### src/rtl/data_wb_if.sv
// Data-port Wishbone master for the openmips core: turns each single-cycle ram_* access into one classic
// Wishbone cycle and stalls the pipeline until it completes. Optional bus timeout: define WB_TIMEOUT_EN.
module data_wb_if #(
    parameter int TIMEOUT_CYCLES = 255,
    parameter int TO_W           = 8
) (
    input  logic        clk,
    input  logic        rst,
    input  logic [5:0]  stall_i,
    input  logic        flush_i,
    input  logic        cpu_ce_i,
    input  logic        cpu_we_i,
    input  logic [31:0] cpu_addr_i,
    input  logic [3:0]  cpu_sel_i,
    input  logic [31:0] cpu_data_i,
    output logic [31:0] cpu_data_o,
    output logic        stallreq_o,
    output logic        bus_err_o,
    output logic [31:0] wb_adr_o,
    output logic [31:0] wb_dat_o,
    output logic [3:0]  wb_sel_o,
    output logic        wb_we_o,
    output logic        wb_stb_o,
    output logic        wb_cyc_o,
    input  logic [31:0] wb_dat_i,
    input  logic        wb_ack_i,
    output logic [1:0]  fsm_state
);

    // Handshake: a cycle is requested by holding cyc/stb with stable adr/dat/sel/we; the slave
    // completes it by raising wb_ack_i for one cycle. ack outside BUSY is ignored.
    typedef enum logic [1:0] {
        IDLE           = 2'd0,
        BUSY           = 2'd1,
        WAIT_FOR_STALL = 2'd2
    } state_t;

    state_t      state;
    state_t      state_nxt;
    logic [31:0] rd_buf;
    logic        start;
    logic        timeout;

    if (2 ** TO_W <= TIMEOUT_CYCLES) begin : g_bad_cfg
        $error("data_wb_if: TO_W is too narrow for TIMEOUT_CYCLES");
    end

    assign start     = (state == IDLE) && cpu_ce_i && !flush_i;
    assign fsm_state = state;

`ifdef WB_TIMEOUT_EN
    logic [TO_W-1:0] to_cnt;

    // Abort fires in the BUSY cycle that follows TIMEOUT_CYCLES consecutive un-acked BUSY cycles.
    assign timeout = (state == BUSY) && !flush_i && !wb_ack_i
                     && (to_cnt == TO_W'(TIMEOUT_CYCLES));

    always_ff @(posedge clk or negedge rst) begin
        if (!rst) begin
            to_cnt <= '0;
        end else if ((state == BUSY) && !flush_i && !wb_ack_i && !timeout) begin
            to_cnt <= to_cnt + TO_W'(1);
        end else begin
            to_cnt <= '0;
        end
    end
`else
    assign timeout = 1'b0;
`endif

    always_ff @(posedge clk or negedge rst) begin
        if (!rst) begin
            state <= IDLE;
        end else begin
            state <= state_nxt;
        end
    end

    always_comb begin
        state_nxt = state;
        unique case (state)
            IDLE: begin
                if (start) state_nxt = BUSY;
            end
            BUSY: begin
                if (flush_i)       state_nxt = IDLE;
                else if (wb_ack_i) state_nxt = (stall_i != 6'b0) ? WAIT_FOR_STALL : IDLE;
                else if (timeout)  state_nxt = IDLE;
            end
            WAIT_FOR_STALL: begin
                if (flush_i || (stall_i == 6'b0)) state_nxt = IDLE;
            end
            default: state_nxt = IDLE;
        endcase
    end

    // Combinational outputs are forced low while reset is held so ctrl never sees a stale request.
    always_comb begin
        stallreq_o = 1'b0;
        cpu_data_o = 32'h0;
        bus_err_o  = 1'b0;
        if (rst) begin
            unique case (state)
                IDLE: begin
                    stallreq_o = cpu_ce_i && !flush_i;
                end
                BUSY: begin
                    stallreq_o = !flush_i && !wb_ack_i && !timeout;
                    bus_err_o  = timeout;
                    if (wb_ack_i && !flush_i && !wb_we_o) cpu_data_o = wb_dat_i;
                end
                WAIT_FOR_STALL: begin
                    cpu_data_o = rd_buf;
                end
                default: begin
                    stallreq_o = 1'b0;
                end
            endcase
        end
    end

    always_ff @(posedge clk or negedge rst) begin
        if (!rst) begin
            wb_adr_o <= 32'h0;
            wb_dat_o <= 32'h0;
            wb_sel_o <= 4'h0;
            wb_we_o  <= 1'b0;
            wb_stb_o <= 1'b0;
            wb_cyc_o <= 1'b0;
        end else begin
            unique case (state)
                IDLE: begin
                    if (start) begin
                        wb_adr_o <= cpu_addr_i;
                        wb_dat_o <= cpu_data_i;
                        wb_sel_o <= cpu_sel_i;
                        wb_we_o  <= cpu_we_i;
                        wb_stb_o <= 1'b1;
                        wb_cyc_o <= 1'b1;
                    end
                end
                BUSY: begin
                    if (flush_i || wb_ack_i || timeout) begin
                        wb_adr_o <= 32'h0;
                        wb_dat_o <= 32'h0;
                        wb_sel_o <= 4'h0;
                        wb_we_o  <= 1'b0;
                        wb_stb_o <= 1'b0;
                        wb_cyc_o <= 1'b0;
                    end
                end
                default: begin
                    wb_stb_o <= 1'b0;
                    wb_cyc_o <= 1'b0;
                end
            endcase
        end
    end

    // Writes leave zero in the buffer so a stalled write also returns 0 to the memory stage.
    always_ff @(posedge clk or negedge rst) begin
        if (!rst) begin
            rd_buf <= 32'h0;
        end else if (state == BUSY) begin
            if (flush_i)       rd_buf <= 32'h0;
            else if (wb_ack_i) rd_buf <= wb_we_o ? 32'h0 : wb_dat_i;
        end
    end

endmodule

### config.mk
export PLATFORM = sky130hd
export DESIGN_NAME = data_wb_if
export DESIGN_NICKNAME = d
export VERILOG_FILES = /design/src/rtl/data_wb_if.sv
export SDC_FILE = /design/constraint.sdc
export NUM_CORES = 1
export LEC_CHECK = 0
export ABC_CLOCK_PERIOD_IN_PS = 2610
export CAP_MARGIN = 30
export CORE_MARGIN = 3
export CORE_UTILIZATION = 50
export DETAILED_ROUTE_END_ITERATION = 10
export DONT_BUFFER_PORTS = 1
export GPL_ROUTABILITY_DRIVEN = 0
export PLACE_DENSITY_LB_ADDON = 0.3
export SKIP_LAST_GASP = 1
export SLEW_MARGIN = 20
export SYNTH_ARGS = -nofsm -noshare
export SYNTH_HDL_FRONTEND = slang
export SYNTH_SLANG_ARGS = --single-unit
### constraint.sdc
create_clock -name clk -period 2.61 [get_ports clk]
set_input_delay 0.6525 -clock clk [delete_from_list [all_inputs] [get_ports clk]]
set_output_delay 0.6525 -clock clk [all_outputs]
set_load 0.005 [all_outputs]
Word-level counts from Yosys, hierarchy flattened
Cells that the tools add are included.

cells by class
  add/subtract/negate cells = 0
  multiply operators = 0
  div/mod/pow operators = 0
  order comparisons = 0
  eq/ne operators = 6
  shift operators = 0
  mux-type cells = 27
  bitwise logic cells = 0
  reductions and logical operators = 20

operators by type and width
  operator                                        count
  2-to-1 mux 32 bit                               8
  case mux 32 bit (2 select lines)                3
  2-to-1 mux 2 bit                                5
  2-to-1 mux 4 bit                                2
  case mux 4 bit (2 select lines)                 1
  logical AND 1 bit                               6
  logical NOT 6 bit                               1
  != test 2 bit (second input constant)           3
  case mux 1 bit (2 select lines)                 3
  case mux 2 bit (3 select lines)                 1
  AND reduction 3 bit                             2
  nonzero test 6 bit                              1
  2-to-1 mux 1 bit                                4
  AND reduction 2 bit                             2
  nonzero test 2 bit                              2
  logical NOT 1 bit                               3
  != test 3 bit (second input constant)           1
  == test 2 x 1 -> 1 bit (second input constant)  1
  == test 2 bit (second input constant)           1
  logical NOT 2 bit                               1
  logical OR 1 bit                                2

word-level totals
  register bits after elaboration = 104
  latch bits = 0
  RAM bits = 0
  memory bits (read-only) = 0
  output and inout port bits = 107
  logic and storage cells = 60
  memories = 0

Longest topological paths before layout
Gate-level depths: netlist of the first run.

  depth after elaboration = 6
  gate-level depth with buffers = 8

Least setup slack after synthesis of the first run
OpenSTA, ideal clock, no wires.

  kind = flip-flop to output port
  from = register state[1] (netlist: fsm_state[1])
  to = output cpu_data_o[10]
  arrival time = 1.609 ns
  data required time = 1.957 ns
  path slack = 0.349 ns
  cell stages (with the launch flop) = 9
  buffers on the path = 2
  path through = dfrtp_1 > inv_1 > ha_1 > inv_2 > nor4b_2 > buf_4 > buf_4 > a22oi_1 > nor2_1

on the way
  longest elaborated chain between the ends = 3
  elaborated cells on any way between the ends = 4

RTL lines
  element                                                  RTL line  source
  start, declared                                          38        state_t state;
  start signal, assigned                                   75        state <= state_nxt;
  == test 2 bit or == test 2 x 1 -> 1 bit (tied branches)  103       unique case (state)
  case mux 32 bit (2 select lines) (*)                     103
  2-to-1 mux 32 bit (*)                                    102       if (rst) begin
  end, declared                                            16        output logic [31:0] cpu_data_o,

Mark *: on every way between the ends. The rest lies on a longest branch, timed or not.

Final worst setup path of the first run
  from = register state[1] (netlist: fsm_state[1])
  to = output cpu_data_o[27]

The elaborated chain is that of the path after synthesis.

==> impl_metrics.env, run 1 <==
export IMPL_drt_wl_total_um=10200
export IMPL_io_pins=219
export IMPL_grt_pass1_vias=2721
export IMPL_post_route_period_util=0.992
export IMPL_required_ns=1.96
export IMPL_crit_path_end_kind="output pin"
export IMPL_synth_top_area_share=0.611
export IMPL_drt_vias_per_instance=6.52
export IMPL_syn_nets=449
export IMPL_fin_total_pwr_mw=5.40
export IMPL_synth_simple_area_share=0.0535
export IMPL_finalMaxSlewViolations=0
export IMPL_cts_tree="built"
export IMPL_drt_iter0_drc=127
export IMPL_drt_met1_wl_um=4230
export IMPL_critPathArrivalTime_ns=1.94
export IMPL_fin_crit_ns=2.59
export IMPL_grt_max_degree=107
export IMPL_run_status="finished, violations left"
export IMPL_die_width_um=98.3
export IMPL_p_per_area_nw_per_um2=1150
export IMPL_cts_buffer_depth=2
export IMPL_antenna_cells=0
export IMPL_hold_ws_ns=-0.0266
export IMPL_grt_total_usage=0.200
export IMPL_synth_area_top_cells="dfrtp_1, a22o_1, a22oi_1"
export IMPL_hold_violations=104
export IMPL_yosysWarnings=0
export IMPL_grt_pass1_wl_um=15200
export IMPL_overflow=0
export IMPL_seq_area_frac_synth=0.611
export IMPL_synth_top_family_by_area="compound AO/OA/AOI/OAI gates"
export IMPL_avgRoutedWirePerCell_um=23.4
export IMPL_synth_compound_area_share=0.276
export IMPL_yosysMostFrequentCell="dfrtp_1"
export IMPL_antenna_left=0
export IMPL_routed_wl_met2_um=4790
export IMPL_synth_area_um2=4260
export IMPL_insertion_delay_ns=0.36
export IMPL_relSlewSlack=0.548
export IMPL_start_util=0.516
export IMPL_cap_violations=0
export IMPL_leakage_nw=2.13
export IMPL_synthCells=333
export IMPL_hp_class="in2async"
export IMPL_die_area_um2=9660
export IMPL_synth_cell_types=27
export IMPL_vias=2850
export IMPL_stdcell_area_um2=4710
export IMPL_drive_gt1_frac=0.160
export IMPL_rows=33
export IMPL_path_max_fanout=8
export IMPL_antenna_found_initial=0
export IMPL_finalClockSkew_ns=0.0110
export IMPL_cts_num_sinks=104
export IMPL_synth_area_per_cell_um2=12.8
export IMPL_nets=443
export IMPL_die_h_um=98.3
export IMPL_synth_ff_type="dfrtp_1"
export IMPL_dr_wl_met3_um=1080
export IMPL_dp_hpwl_um=6660
export IMPL_setup_viol=0
export IMPL_dr_pass1_iters=4
export IMPL_crit_path_start_kind="register"
export IMPL_violations="negative hold slack"
export IMPL_synth_seq_cells=104
export IMPL_root_buffer="clkbuf_8"
export IMPL_placed_cell_area_um2=4320
export IMPL_tightest_slew_ns=0.678
export IMPL_synth_edf_count=0
export IMPL_synthMuxAreaShare=0.00264
export IMPL_htreeDepth=3
export IMPL_cts_clk_slew_worst_paths_ns=0.10
export IMPL_max_freq_mhz=386
export IMPL_synth_area_leader_cell="dfrtp_1"
export IMPL_synthTopCellsByCount="dfrtp_1, a22o_1, nor2_1"
export IMPL_rsz0062_at_grt="yes"
export IMPL_critical_path_class="reg2out"
export IMPL_area_growth_pct=10.7
export IMPL_synth_async_reset_ratio=1.00
export IMPL_synthAdderAreaFrac=0.0118
export IMPL_coreArea_um2=8260
export IMPL_ir_worst_vdd_mv=0.439
export IMPL_synth_xor_area_frac=0
export IMPL_cts_inserted_buffers=9
export IMPL_portBuffers=0
export IMPL_highest_layer="met4"
export IMPL_route_detailed_drc=0
export IMPL_setup_tns_ns=0
## power breakdown
group / internal [mW] / leakage (nW) / switching (mW)
sequential: 2.30 / 1.39 / 0.568
combinational: 0.813 / 0.638 / 0.790
clock: 0.387 / 0.0952 / 0.551
total: 3.49 / 2.12 / 1.91
## flip-flops by register name (all words and copies together) (netlist names)
register / cells
fsm_state: 2
rd_buf: 32
wb_adr_o: 32
wb_cyc_o: 1
wb_dat_o: 32
wb_sel_o: 4
wb_we_o: 1
## critical path, cell delays in order, from the launching register on
cell	delay, ns
dfrtp_1	0.45
inv_2	0.10
ha_4	0.14
inv_4	0.04
nor4b_4	0.27
buf_6	0.19
clkbuf_16	0.17
a22oi_1	0.07
nor2_1	0.15
## cell usage in the layout (no fill, tap or decap), types with 3 or more instances in the layout
master / n
a22o_1: 101
a22oi_1: 23
a22oi_2: 9
buf_4: 9
clkbuf_8: 10
dfrtp_1: 103
ha_1: 3
nand2_1: 3
nor2_1: 33
## area by class of cell
type / count / area [um^2]
clock buffer: 10 / 138
clock inverter: 6 / 50.0
fill: 683 / 3540
inverter: 3 / 13.8
multi-input combinational: 193 / 1550
sequential: 104 / 2600
tap: 105 / 131
timing repair buffer: 16 / 229
## cells by family after synthesis
group           count (synthesis)
buf+inv                        36
simple gates                   46
compound gates                141
other cells                     1
mux                             1
fa+ha+maj                       4
flops                         104
## metrics by stage
step,setup WS (ns),util,std cells
after floorplan,0.349,-,333
after global placement,0.295,0.523,413
after detailed placement,0.260,0.523,413
after CTS,0.0150,0.555,433
after global routing,-0.0840,0.571,437
final,0.0208,0.571,437
## what timing repair did
item                       4_1_cts  5_1_grt
setup endpoints to repair       32       32
hold endpoints to repair       104      104
gates resized for setup          3       15
buffers inserted                 2        2
pin swaps                        2       19
gates cloned                     2        2
## layer usage
metal / up-vias / GRT usage
met5: - / 0
met4: 0 / 0.0546
met3: 10 / 0.0779
met2: 167 / 0.298
met1: 1421 / 0.275
li1: 1252 / -
## path summary, 6_finish.rpt
path | slack, ns | start | cells after the start | to
setup / recovery | 0.02 | fsm_state[1] | 8 | cpu_data_o[27]
hold / removal | -0.03 | rst | 0 | wb_dat_o[21]
setup reg to reg | 0.40 | fsm_state[1] | 8 | wb_adr_o[8]
hold reg to reg | 0.51 | rd_buf[31] | 1 | rd_buf[31]
min in group clk | 0.41 | cpu_addr_i[24] | 1 | wb_adr_o[24]
max in group asynchronous | 2.53 | rst | 0 | wb_cyc_o
No activity file was read; power rests on OpenSTA's default activity.
==> run 2, diff against run 1 <==
ABC_CLOCK_PERIOD_IN_PS = 2600   (was 2610)
clock period = 2.6 ns   (was 2.61 ns; I/O delays follow)
==> run 2 against run 1 <==
Die area stayed put. Wire length increased by 0.54%. Design area up 0.82%. Utilization is 0.47 points higher. Register-to-register slack is essentially flat. The run still ends with negative hold slack left. Combinational power increased by 2%. Via count is 0.53% lower. Critical endpoint is now cpu_data_o[14]. Flip-flop and latch count did not move. Final cell count unchanged. Largest power group unchanged.
==> impl_metrics.env, run 2 (synthesized netlist as in run 1, its figures left out) <==
export IMPL_run_status="finished, violations left"
export IMPL_violations="negative hold slack"
export IMPL_cp_cell_sequence="inv_2 > ha_4 > inv_4 > nor4b_4 > buf_6 > clkbuf_16 > a22oi_1 > nor2_1"
export IMPL_antenna_found_initial=0
export IMPL_path_max_fanout=8
export IMPL_grt_max_degree=107
export IMPL_p_per_area_nw_per_um2=1140
export IMPL_cap_violations=0
export IMPL_final_cell_mix="dfrtp_1, a22o_1, nor2_1"
export IMPL_critical_path_class="reg2out"
export IMPL_area_growth_pct=11.6
export IMPL_grt_pass1_vias=2726
export IMPL_hold_violations=95
export IMPL_die_h_um=98.3
export IMPL_overflow=0
export IMPL_tightest_slew_ns=0.686
export IMPL_drt_iter0_drc=179
export IMPL_crit_path_end_kind="output pin"
export IMPL_portBuffers=0
export IMPL_rows=33
export IMPL_required_ns=1.95
export IMPL_critPathSlowestCell="dfrtp_1"
export IMPL_antenna_left=0
export IMPL_cts_buffer_depth=2
export IMPL_cts_inserted_buffers=9
export IMPL_final_common_cell="dfrtp_1"
export IMPL_drt_wl_total_um=10300
export IMPL_ir_worst_vdd_mv=0.514
export IMPL_max_freq_mhz=389
export IMPL_start_util=0.516
export IMPL_coreArea_um2=8260
export IMPL_place_inst=413
export IMPL_hp_class="in2async"
export IMPL_final_cells=437
export IMPL_cts_tree="built"
export IMPL_cts_num_sinks=104
export IMPL_dp_hpwl_um=6600
export IMPL_postLayoutCoreUtil=0.575
export IMPL_cts_clk_slew_worst_paths_ns=0.10
export IMPL_post_route_period_util=0.989
export IMPL_avgRoutedWirePerCell_um=23.5
export IMPL_fin_ws_ns=0.0290
export IMPL_finalClockSkew_ns=0.0152
export IMPL_root_buffer="clkbuf_8"
export IMPL_relSlewSlack=0.542
export IMPL_fin_crit_ns=2.57
export IMPL_dp_slack_ns=0.256
export IMPL_dr_pass1_iters=4
export IMPL_insertion_delay_ns=0.35
export IMPL_die_area_um2=9660
export IMPL_crit_path_max_incr_delay_ns=0.45
export IMPL_nets=443
export IMPL_crit_path_start_kind="register"
export IMPL_rsz0062_at_grt="yes"
export IMPL_leakage_nw=2.11
export IMPL_drt_vias_per_instance=6.49
export IMPL_io_pins=219
export IMPL_grt_pass1_wl_um=15200
export IMPL_critPathArrivalTime_ns=1.92
export IMPL_setup_viol=0
export IMPL_route_detailed_drc=0
export IMPL_grt_total_usage=0.199
export IMPL_antenna_cells=0
export IMPL_htreeDepth=3
export IMPL_drive_gt1_frac=0.184
export IMPL_finalMaxSlewViolations=0
export IMPL_reg_top3="rd_buf (32), wb_adr_o (32), wb_dat_o (32)"
export IMPL_hold_ws_ns=-0.0256
export IMPL_die_width_um=98.3
export IMPL_fin_total_pwr_mw=5.43
export IMPL_vias=2835
[run 2: cell types whose count changed in the layout (fill, tap and decap cells not counted), sizes merged]
cell      change
clkinvlp      +2
inv           -2
clkinv        -1
clkbuf        +1
[run 2: layout make-up]
cell class,count,area (um^2)
fill,679,3510
sequential,104,2600
multi-input combinational,193,1590
timing repair buffer,16,233
clock buffer,11,141
tap,105,131
clock inverter,5,40.0
inverter,3,13.8
[run 2: repair_timing]
action | CTS | global route
hold endpoints to repair | 104 | 104
resized for setup | 3 | 25
setup endpoints to repair | 32 | 32
cloned | 2 | 2
pin swaps | 2 | 31
buffers inserted | 2 | 2
[run 2: critical path, delay by kind of cell, from the launching register on]
kind,cells,cell delay (ns)
buffers and inverters,4,0.51
AOI/OAI and AO/OA,1,0.08
DFF,1,0.45
and+or+nand+nor,2,0.40
adders and majority gates,1,0.14
[run 2: power breakdown]
| part | switching [mW] | internal [mW] |
|---|---|---|
| Sequential | 0.583 | 2.30 |
| Clock | 0.532 | 0.380 |
| Combinational | 0.808 | 0.828 |
[run 2: worst paths after layout]
kind | from | end | slack [ns] | cells after the start
max | fsm_state[1] | cpu_data_o[14] | 0.03 | 8
min | rst | wb_dat_o[21] | -0.03 | 0
max reg2reg | fsm_state[1] | wb_dat_o[25] | 0.39 | 8
min reg2reg | rd_buf[3] | rd_buf[3] | 0.51 | 1
max in group asynchronous | rst | rd_buf[23] | 2.50 | 0
min in group clk | cpu_data_i[8] | wb_dat_o[8] | 0.42 | 1
[run 2: metrics by stage]
stage	TNS (ns)	instance area [um^2]
2_1_floorplan	0	4260
3_3_place_gp	0	4320
3_5_place_dp	0	4320
4_1_cts	0	4570
5_1_grt	-2.03	4750
6_report	0	4750
[run 2: metal layers]
| metal | vias to the layer above | global-route usage | share of wire |
|---|---|---|---|
| li1 | 1252 | - | - |
| met1 | 1406 | 0.279 | 0.42 |
| met2 | 161 | 0.295 | 0.47 |
| met3 | 16 | 0.0621 | 0.097 |
| met4 | 0 | 0.0672 | 0.017 |
| met5 | - | 0 | 0 |
==> run 3, diff against run 2 <==
==> constraint.sdc (replaced) <==
create_clock -name clk -period 2.6 [get_ports clk]
set_input_delay 0.65 -clock clk [delete_from_list [all_inputs] [get_ports clk]]
set_output_delay 0.65 -clock clk [all_outputs]
set_load 0.05 [all_outputs]
==> run 3 against run 2 <==
The flow finishes with violations (negative hold slack, negative setup slack). Global-route usage is 3.0 points higher. Setup slack worse by 0.11 ns. First-iteration DRC count is 55% lower. Critical path depth is 1 higher. Design area is 21% higher. Clock-buffer cell count stayed put. Clock power hardly changed. Largest cell class unchanged. Clock skew hardly changed. Critical path type unchanged. Hold slack better by 0.0061 ns. Sequential power is 50% higher. Non-clock buffer count is 41 higher. Total power is 39% higher.
==> impl_metrics.env, run 3 (synthesized netlist as in run 1, its figures left out) <==
export IMPL_reg_top3="rd_buf (32), wb_adr_o (32), wb_dat_o (32)"
export IMPL_antenna_left=0
export IMPL_pwr_share_clk=0.121
export IMPL_p_per_area_nw_per_um2=1320
export IMPL_die_width_um=98.3
export IMPL_combPwrFrac=0.306
export IMPL_avgRoutedWirePerCell_um=23.7
export IMPL_path_max_fanout=8
export IMPL_die_area_um2=9660
export IMPL_fin_ws_ns=-0.0829
export IMPL_ir_worst_vdd_mv=0.740
export IMPL_final_common_cell="dfrtp_1"
export IMPL_drt_iter0_drc=81
export IMPL_cp_startpoint="fsm_state[1]"
export IMPL_critical_path_class="reg2out"
export IMPL_critPathArrivalTime_ns=2.03
export IMPL_antenna_found_initial=0
export IMPL_leakage_nw=2.44
export IMPL_crit_path_max_incr_delay_ns=0.43
export IMPL_grt_pass1_vias=3114
export IMPL_hold_violations=19
export IMPL_internal_power_mw=3.69
export IMPL_area_growth_pct=34.8
export IMPL_place_inst=450
export IMPL_critPathSlowestCell="dfrtp_2"
export IMPL_cts_inserted_buffers=9
export IMPL_violations="negative hold slack, negative setup slack"
export IMPL_crit_family="buffers and inverters"
export IMPL_crit_top_cell="inv_4"
export IMPL_antenna_cells=0
export IMPL_cts_num_sinks=104
export IMPL_required_ns=1.95
export IMPL_r2r_start="fsm_state[0]"
export IMPL_switchingPower_mw=3.87
export IMPL_max_freq_mhz=373
export IMPL_start_util=0.516
export IMPL_insertion_delay_ns=0.35
export IMPL_finalClockSkew_ns=0.0154
export IMPL_htreeDepth=3
export IMPL_switching_share=0.512
export IMPL_vias=2993
export IMPL_cap_violations=0
export IMPL_route_detailed_drc=0
export IMPL_tightest_slew_ns=0.692
export IMPL_rows=33
export IMPL_crit_path_end_kind="output pin"
export IMPL_grt_pass1_wl_um=17500
export IMPL_cts_buffer_depth=2
export IMPL_grt_total_usage=0.229
export IMPL_dr_pass1_iters=4
export IMPL_fin_crit_ns=2.68
export IMPL_drt_vias_per_instance=6.26
export IMPL_dp_hpwl_um=7240
export IMPL_final_cells=478
export IMPL_drive_gt1_frac=0.383
export IMPL_pwr_share_seq=0.573
export IMPL_cp_cell_sequence="inv_4 > ha_4 > inv_4 > nor4b_4 > buf_4 > clkbuf_16 > a22oi_2 > nor2_4 > buf_12"
export IMPL_root_buffer="clkbuf_8"
export IMPL_nets=484
export IMPL_relSlewSlack=0.539
export IMPL_cts_clk_slew_worst_paths_ns=0.10
export IMPL_post_route_period_util=1.03
export IMPL_cts_tree="built"
export IMPL_overflow=0
export IMPL_portBuffers=0
export IMPL_hold_ws_ns=-0.0195
export IMPL_io_pins=219
export IMPL_crit_path_start_kind="register"
export IMPL_grt_max_degree=107
export IMPL_rsz0062_at_grt="yes"
export IMPL_finalMaxSlewViolations=0
export IMPL_run_status="finished, violations left"
export IMPL_final_cell_mix="dfrtp_1, a22o_1, buf_12"
export IMPL_die_h_um=98.3
export IMPL_crit_buf_inv=5
export IMPL_drt_wl_total_um=11300
export IMPL_setup_viol=32
export IMPL_coreArea_um2=8260
export IMPL_hp_class="in2async"
run 3: cell count changes in the layout (fill, tap and decap cells not counted), moves of 4 or more:
cell / delta
nor2_4: +31
buf_4: +10
nor2_2: -4
a22oi_1: -10
nor2_1: -27
buf_12: +33
a22oi_2: +10
run 3: through the flow:
stage	power, mW	setup TNS (ns)	utilization	cell area, um^2	setup WS [ns]
after floorplan	5.85	-0.0951	-	4510	-0.0951
after global placement	6.36	0	0.635	5250	0.180
after detailed placement	6.44	0	0.635	5250	0.118
after CTS	7.57	-2.49	0.691	5710	-0.114
after global routing	7.91	-4.55	0.695	5740	-0.198
final	7.56	-1.25	0.695	5740	-0.0829
run 3: power by group through the flow:
stage | combinational [mW] | clock (mW) | sequential, mW
after floorplan | 1.58 | 0 | 4.27
after global placement | 2.05 | 0 | 4.31
after detailed placement | 2.13 | 0 | 4.31
after CTS | 2.30 | 0.942 | 4.32
after global routing | 2.49 | 1.01 | 4.40
final | 2.32 | 0.914 | 4.33
run 3: cell type report:
type,instances,area (um^2)
sequential,104,2610
inverter,3,16.3
fill,568,2520
tap,105,131
timing repair buffer,57,932
clock inverter,5,40.0
clock buffer,11,141
multi-input combinational,193,1880
run 3: worst reg2reg max path: stages, from the launching register on:
cell and delay, ns:
dfrtp_2 0.45, ha_4 0.18, buf_4 0.13, buf_4 0.15, and2b_1 0.16, nor2_1 0.25
a21oi_4 0.08, buf_4 0.31, a22o_1 0.39
run 3: path summary, 6_finish.rpt:
check	endpoint	slack, ns	cells past startpoint
min in group clk	wb_dat_o[13]	0.42	1
min reg2reg	rd_buf[27]	0.51	1
max	cpu_data_o[22]	-0.08	9
max in group asynchronous	wb_dat_o[3]	2.44	0
min	wb_dat_o[10]	-0.02	0
max reg2reg	wb_dat_o[27]	0.41	8
run 3: metal layers:
metal  track usage  routed length (um)  vias up
li1              -                   -     1335
met1         0.311                4380     1499
met2         0.359                5750      147
met3        0.0729                1000       12
met4        0.0578                 173        0
met5             0                   0        -
run 3: what timing repair did:
| item | in CTS | in global routing |
|---|---|---|
| gates resized for setup | 27 | 6 |
| gates cloned | 3 | 1 |
| pin swaps | 45 | 40 |
| hold endpoints to repair | 104 | 104 |
| endpoints found under the setup margin | 32 | 32 |
| buffers inserted | 6 | 4 |
